==> src/rtl/gaussian_fir_filter_if.sv <==
// Sample-path bundle for gaussian_fir_filter: sample in, filtered result and primed status out.
// Pure wiring; the source drives as master, the filter attaches as slave.
interface gaussian_fir_filter_if #(
  parameter int DATA_W = 8
);
  logic              clear;
  logic              mode;
  logic              in_valid;
  logic [DATA_W-1:0] data_in;
  logic              out_valid;
  logic [DATA_W-1:0] filtered_out;
  logic              primed;

  modport master (
    output clear, mode, in_valid, data_in,
    input  out_valid, filtered_out, primed
  );

  modport slave (
    input  clear, mode, in_valid, data_in,
    output out_valid, filtered_out, primed
  );
endinterface

==> src/rtl/gaussian_fir_filter.sv <==
// Streaming TAPS-deep boxcar/binomial FIR, shift-normalised; GAUSS_ROUND_EN selects round-half-up.
// Result one cycle after accept; no back-pressure, one output per accepted sample once primed.
module gaussian_fir_filter #(
  parameter int DATA_W    = 8,
  parameter int LOG2_TAPS = 2
) (
  input  logic            clk,
  input  logic            rst,
  gaussian_fir_filter_if.slave bus
);

  localparam int TAPS      = 1 << LOG2_TAPS;
  localparam int SHIFT_BOX = LOG2_TAPS;
  localparam int SHIFT_BIN = TAPS - 1;
`ifdef GAUSS_ROUND_EN
  localparam int RND_W     = 1;
`else
  localparam int RND_W     = 0;
`endif
  localparam int ACC_W     = DATA_W + SHIFT_BIN + RND_W;
  localparam int CNT_W     = LOG2_TAPS + 1;

  function automatic int binom(input int n, input int k);
    longint c;
    c = 1;
    for (int i = 0; i < k; i++) begin
      c = c * longint'(n - i) / longint'(i + 1);
    end
    return int'(c);
  endfunction

  logic [DATA_W-1:0] win [TAPS];
  logic [CNT_W-1:0]  fill_cnt;
  logic              primed;
  logic              accept;
  logic              pend;
  logic              mode_q;
  logic              out_valid_q;
  logic [DATA_W-1:0] filt_q;
  logic [ACC_W-1:0]  term_bin [TAPS];
  logic [ACC_W-1:0]  acc_box;
  logic [ACC_W-1:0]  acc_bin;
  logic [DATA_W-1:0] result;

  assign accept = bus.in_valid & ~bus.clear;
  assign primed = (fill_cnt == CNT_W'(TAPS));

  for (genvar k = 0; k < TAPS; k++) begin : g_coef
    localparam logic [ACC_W-1:0] COEF = ACC_W'(binom(TAPS - 1, k));
    assign term_bin[k] = COEF * ACC_W'(win[k]);
  end

  always_comb begin
    acc_box = '0;
    acc_bin = '0;
    for (int k = 0; k < TAPS; k++) begin
      acc_box = acc_box + ACC_W'(win[k]);
      acc_bin = acc_bin + term_bin[k];
    end
  end

  // Weights sum to 2**SHIFT, so the shifted result always fits DATA_W.
`ifdef GAUSS_ROUND_EN
  localparam logic [ACC_W-1:0] HALF_BOX = ACC_W'(1) << (SHIFT_BOX - 1);
  localparam logic [ACC_W-1:0] HALF_BIN = ACC_W'(1) << (SHIFT_BIN - 1);
  always_comb begin
    result = '0;
    if (mode_q) result = DATA_W'((acc_bin + HALF_BIN) >> SHIFT_BIN);
    else        result = DATA_W'((acc_box + HALF_BOX) >> SHIFT_BOX);
  end
`else
  always_comb begin
    result = '0;
    if (mode_q) result = DATA_W'(acc_bin >> SHIFT_BIN);
    else        result = DATA_W'(acc_box >> SHIFT_BOX);
  end
`endif

  always_ff @(posedge clk or posedge rst) begin
    if (rst) begin
      for (int k = 0; k < TAPS; k++) win[k] <= '0;
      fill_cnt    <= '0;
      pend        <= 1'b0;
      mode_q      <= 1'b0;
      out_valid_q <= 1'b0;
      filt_q      <= '0;
    end else if (bus.clear) begin
      for (int k = 0; k < TAPS; k++) win[k] <= '0;
      fill_cnt    <= '0;
      pend        <= 1'b0;
      out_valid_q <= 1'b0;
    end else begin
      // pend marks a primed accept whose result is published on the following edge
      out_valid_q <= pend;
      if (pend) filt_q <= result;
      pend <= accept & (primed | (fill_cnt == CNT_W'(TAPS - 1)));
      if (accept) begin
        for (int k = 0; k < TAPS - 1; k++) win[k] <= win[k+1];
        win[TAPS-1] <= bus.data_in;
        mode_q      <= bus.mode;
        if (!primed) fill_cnt <= fill_cnt + CNT_W'(1);
      end
    end
  end

  assign bus.out_valid    = out_valid_q;
  assign bus.filtered_out = filt_q;
  assign bus.primed       = primed;

  a_valid_needs_primed: assert property (
    @(posedge clk) disable iff (rst) out_valid_q |-> primed
  );

endmodule
==> src/flat_wrapper.sv <==
// flat-port wrapper written by rule: the top's interface ports become plain ports
module gaussian_fir_filter_flat 
#(
  parameter int DATA_W    = 8,
  parameter int LOG2_TAPS = 2
)
  (clk, rst, bus_clear, bus_mode, bus_in_valid, bus_data_in, bus_out_valid, bus_filtered_out, bus_primed);
  gaussian_fir_filter_if #(.DATA_W(DATA_W)) bus_i ();
  input  logic clk;
  input  logic rst;
  input wire logic [$bits(bus_i.clear)-1:0] bus_clear;
  input wire logic [$bits(bus_i.mode)-1:0] bus_mode;
  input wire logic [$bits(bus_i.in_valid)-1:0] bus_in_valid;
  input wire logic [$bits(bus_i.data_in)-1:0] bus_data_in;
  output wire logic [$bits(bus_i.out_valid)-1:0] bus_out_valid;
  output wire logic [$bits(bus_i.filtered_out)-1:0] bus_filtered_out;
  output wire logic [$bits(bus_i.primed)-1:0] bus_primed;
  assign bus_i.clear = bus_clear;
  assign bus_i.mode = bus_mode;
  assign bus_i.in_valid = bus_in_valid;
  assign bus_i.data_in = bus_data_in;
  assign bus_out_valid = bus_i.out_valid;
  assign bus_filtered_out = bus_i.filtered_out;
  assign bus_primed = bus_i.primed;
  gaussian_fir_filter #(.DATA_W(DATA_W), .LOG2_TAPS(LOG2_TAPS)) u_core (.clk(clk), .rst(rst), .bus(bus_i));
endmodule
==> config.mk <==
export PLATFORM = sky130hd
export DESIGN_NAME = gaussian_fir_filter_flat
export DESIGN_NICKNAME = d
export VERILOG_FILES = /design/src/rtl/gaussian_fir_filter_if.sv /design/src/rtl/gaussian_fir_filter.sv /design/src/flat_wrapper.sv
export SDC_FILE = /design/constraint.sdc
export NUM_CORES = 1
export LEC_CHECK = 0
export ABC_AREA = 1
export BUFFER_PORTS_ARGS = -buffer_cell sky130_fd_sc_hd__buf_2
export CAP_MARGIN = 20
export CORE_MARGIN = 3
export CORE_UTILIZATION = 61
export CTS_BUF_LIST = sky130_fd_sc_hd__clkbuf_16
export CTS_CLUSTER_SIZE = 8
export DETAILED_ROUTE_END_ITERATION = 7
export PLACE_DENSITY_LB_ADDON = 0.08
export SETUP_SLACK_MARGIN = 0.5
export SLEW_MARGIN = 10
export SYNTH_ARGS = -nofsm -noshare
export SYNTH_HDL_FRONTEND = slang
export SYNTH_SLANG_ARGS = --single-unit
export TNS_END_PERCENT = 50
==> constraint.sdc <==
create_clock -name clk -period 10.6 [get_ports clk]
set_input_delay 1.06 -clock clk [delete_from_list [all_inputs] [get_ports clk]]
set_output_delay 1.06 -clock clk [all_outputs]
set_load 0.01 [all_outputs]
Word-level counts from Yosys, hierarchy flattened
Index checks and enable logic that the tools add are counted.
{"block": "word_totals", "reg_bits": 46, "word_cells": 37, "out_inout_bits": 10, "in_bits": 13}
{"block": "classes", "addsub": 7, "n_eq_ne": 3, "n_bitwise": 4, "multipliers": 2, "n_mux": 8, "reduce_logical": 4}
{"cell": "$mux W32", "count": 2}
{"cell": "$add A10 B8 Y10", "count": 2}
{"cell": "$mul A2 B8 Y10 const A", "count": 2}
{"cell": "$add A11 B10 Y11", "count": 1}
{"cell": "$add A11 B8 Y11", "count": 1}
{"cell": "$add A8 B10 Y11", "count": 1}
{"cell": "$add A8 B8 Y9", "count": 1}
{"cell": "$mux W3", "count": 3}
{"cell": "$mux W8", "count": 1}
{"cell": "$reduce_and A2 Y1", "count": 3}
{"cell": "$add A3 B1 Y3 const B", "count": 1}
{"cell": "$eq A3 B2 Y1 const B", "count": 1}
{"cell": "$eq A3 B3 Y1 const B", "count": 1}
{"cell": "$and A1 B1 Y1", "count": 2}
{"cell": "$mux W1", "count": 2}
{"cell": "$ne A2 B2 Y1 const B", "count": 1}
{"cell": "$reduce_bool A2 Y1", "count": 1}
{"cell": "$not A1 Y1", "count": 1}
{"cell": "$or A1 B1 Y1", "count": 1}

Longest topological paths before layout
{"block": "logic_depth", "word_depth": 5, "depth_mapped": 19}

Least setup slack after synthesis
No wires, ideal clock.
{"block": "synth_path", "path_kind": "register to register", "from": "register u_core.win[10] (netlist bit)", "to": "register u_core.filt_q[5] (netlist: u_core.bus.filtered_out[5])", "setup_ns": 0.118, "path_stages_with_launch": 17, "required_ns": 10.482, "period_less_slack_ns": 3.326, "arrival_time_ns": 3.208, "path_slack_ns": 7.274, "n_path_buf": 0, "cell_sequence": "dfrtp_1 > inv_1 > fa_1 > inv_1 > fa_1 > inv_1 > fa_1 > inv_1 > fa_1 > nand3_1 > nand3_1 > a21oi_1 > nand2_1 > nand2_1 > o21ai_1 > nand2_1 > nand2_1"}
{"block": "synth_via", "elab_chain_len": 4, "elab_cells_between_ends": 6, "cone_classes": "add/sub: 4; mul: 1; mux: 1"}
{"element": "start: declaration", "line": "gaussian_fir_filter.sv:32", "source": "logic [DATA_W-1:0] win [TAPS];"}
{"element": "start signal: indexed assignment", "line": "gaussian_fir_filter.sv:99", "source": "win[TAPS-1] <= bus.data_in;"}
{"element": "$mul A2 B8 Y10", "line": "gaussian_fir_filter.sv:50", "source": "assign term_bin[k] = COEF * ACC_W'(win[k]);"}
{"element": "$add A11 B10 Y11", "line": "gaussian_fir_filter.sv:58", "source": "acc_bin = acc_bin + term_bin[k];"}
{"element": "$add A11 B8 Y11", "line": "gaussian_fir_filter.sv:58"}
{"element": "$mux W8 (*)", "line": "gaussian_fir_filter.sv:74", "source": "if (mode_q) result = DATA_W'(acc_bin >> SHIFT_BIN);"}
{"element": "end signal: assignment", "line": "gaussian_fir_filter.sv:95", "source": "if (pend) filt_q <= result;"}
{"element": "end: declaration", "line": "gaussian_fir_filter.sv:39", "source": "logic [DATA_W-1:0] filt_q;"}
Every way passes the cells marked *; elsewhere a longest branch is shown, timed or not.
A chain may end at the register's enable or synchronous reset.

Worst setup path in the final report
Same ends and word-level chain as after synthesis.

==> flow_summary.yaml <==
global_routing:
  antenna_found_initial: 0
  grt_pass1_vias: 3204
  grt_pass1_wl_um: 14400
  grt_max_degree: 47
  track_usage_pct: 24.6
  grt_overflow_total: 0
synth:
  postSynthAreaPerCell_um2: 8.48
  synthAdderAreaFrac_pct: 30.0
  synth_seq_cells: 46
  yosys_warnings: 0
  synth_mux_area_share_pct: 0
  synth-xor-area-share_pct: 1.36
  netlist_area_um2: 3860
  synth_top_family_by_area: "adder cells"
  synth_compound_area_share_pct: 12.7
  synth-simple-area-share_pct: 12.8
  synth_cells: 455
  ys_seq_area_share_pct: 29.8
  synth_nets: 537
  synth_cell_type_count: 31
die:
  core_region_area_um2: 6030
  fp.dieH_um: 85.5
  dieArea_um2: 7320
  fp.dieW_um: 85.5
  initial_core_util_pct: 64.0
  rows: 28
  pin_count: 23
routing:
  wl_per_cell_um: 14.0
  drc: 0
  vias_per_cell: 5.36
  vias: 2962
  firstDrtPassIters: 4
  drt_iter0_drc: 143
  wl_um: 7740
  ant_nets: 0
cells_and_area:
  seqCellArea_um2: 1150
  fin_cells: 553
  nets: 559
  area_growth_pct: 8.53
  layout-drive-gt1-share_pct: 7.74
  fillers: 508
  multi_input_area_um2: 2190
  n_antenna_cell: 0
cts:
  cts.sinks: 46
  clk_latency_ps: 280
  cts_resized: 0
  cts.path.max_buffers: 2
  h-tree-depth: 2
  cts_tree: "done"
  path_clk_slew_ps: 60
  cts_made_buffers: 5
  cts-root-buf: "clkbuf_16"
  holdBufCountCts: 0
  postCtsSetupBuffers: 0
worst_setup_path:
  start_kind: "register"
  reg2reg_slack_ps: 7080
  cp.arrival_ps: 3700
  worst-setup-path-type: "reg -> reg"
  required_ps: 10770
  cp_max_fo: 4
  endpoint_kind: "register"
timing:
  final-setup-viol-count: 0
  clock.fmax_mhz: 284
  hold_viol_final: 0
  rsz0062_at_grt: "false"
  slew-limit-headroom_pct: 33.4
  period_needed_ps: 3520
  setup_tns_ps: 0
  finalClockSkew_ps: 3.62
  timing.final.max_slew_violations: 0
  fin_crit_sh_pct: 33.2
  tightest_slew_ps: 997
job:
  max_cap_violations: 0
placement:
  dp_hpwl_um: 6080
  port_buffers: 22
  routabilityCongestion: 0.930
  placed_cells: 545
run_status:
  status: "finished, final reports clean"
pwr:
  ir_drop_mv: 0.0733
  powerDensity_nw_per_um2: 115
  leakage_nw: 2.29
hold_path:
  hp-class: "reg -> reg"
-- registers in the layout (all words and copies together), names as in the netlist --
register	cells
u_core.fill_cnt	3
u_core.mode_q	1
u_core.win	32
u_core.pend	1
u_core.bus.filtered_out	8
u_core.bus.out_valid	1
-- cells in the mapped netlist (all sizes together) --
cell	n	area, um2
dfrtp	46	1150
nand3b	4	30.0
o21bai	1	7.51
fa	39	781
o22ai	20	125
o21ai	29	149
a21boi	1	7.51
buf	7	41.3
nand2	67	259
nand3	30	150
a21o	1	7.51
clkinv	2	7.51
nor2	12	45.0
inv	124	465
ha	30	375
xnor2	2	17.5
a21oi	27	139
xor2	4	35.0
o211ai	2	20.0
o311ai	1	8.76
a31oi	3	18.8
nor3	2	10.0
o21a	1	7.51
-- logic make-up after synthesis --
logic type	Yosys count
AOI/OAI and AO/OA	86
adders and majority gates	69
DFF	46
buffers and inverters	133
xor gates and xnor gates	6
and+or+nand+nor	115
-- critical path, stage by stage (launching register included) --
cell and delay (ps):
dfrtp_1 360, inv_1 110, fa_1 540, inv_1 50, fa_1 520, inv_1 50
fa_1 530, inv_1 70, fa_1 460, nand3_1 80, nand3_1 130, a21oi_1 200
nand2_1 80, nand2_1 60, o21ai_1 60, nand2_1 60, nand2_1 50
-- stage by stage --
step | cell area (um2) | util (%) | total power [mW] | setup slack, ps | hold slack (ps)
2_1_floorplan | 3860 | - | 0.277 | 7270 | 511
3_3_place_gp | 4020 | 66.7 | 0.307 | 7160 | 459
3_5_place_dp | 4020 | 66.7 | 0.309 | 7070 | 461
4_1_cts | 4190 | 69.5 | 0.487 | 7080 | 478
5_1_grt | 4190 | 69.5 | 0.513 | 6740 | 514
6_report | 4190 | 69.5 | 0.482 | 7080 | 476
-- report_power, final --
group / switching [mW] / internal [mW] / total, mW / leakage (nW)
Sequential: 0.0105 / 0.192 / 0.202 / 0.622
Clock: 0.0671 / 0.110 / 0.178 / 0.0812
Combinational: 0.0642 / 0.0381 / 0.102 / 1.58
Total: 0.142 / 0.340 / 0.482 / 2.29
-- path summary, 6_finish.rpt --
check / start / endpoint / depth (start not counted)
setup / recovery: u_core.win[10] / u_core.bus.filtered_out[5] / 16
min in group asynchronous: rst / u_core.bus.filtered_out[6] / 2
max in group asynchronous: rst / u_core.win[13] / 2
hold reg to reg: u_core.bus.filtered_out[2] / u_core.bus.filtered_out[2] / 2
setup reg to reg: u_core.win[10] / u_core.bus.filtered_out[5] / 16
hold / removal: u_core.bus.filtered_out[2] / u_core.bus.filtered_out[2] / 2
-- layout by cell type, fill, tap and decap left out, types with 5 or more instances in the layout --
cell type	n
buf_2	22
nand2_1	64
o21ai_0	25
clkbuf_16	5
a21oi_1	26
o22ai_1	20
ha_1	30
nor2_1	12
dfrtp_1	46
nand3_1	30
fa_1	39
inv_1	123
-- routing by layer --
metal | routed length, um | vias up | track usage [%]
met3 | 215 | 17 | 3.55
met5 | 0 | - | 0
met2 | 3830 | 44 | 42.0
met4 | 142 | 0 | 7.63
met1 | 3550 | 1436 | 32.5
li1 | - | 1465 | -
-- area by class of cell --
class,instances,area share [%]
inverter,126,11.3
timing repair buffer,22,2.63
clock inverter,3,0.986
tap,75,2.24
clock buffer,5,2.99
sequential,46,27.5
multi-input combinational,276,52.4
Power figures use the tool's default switching activity.
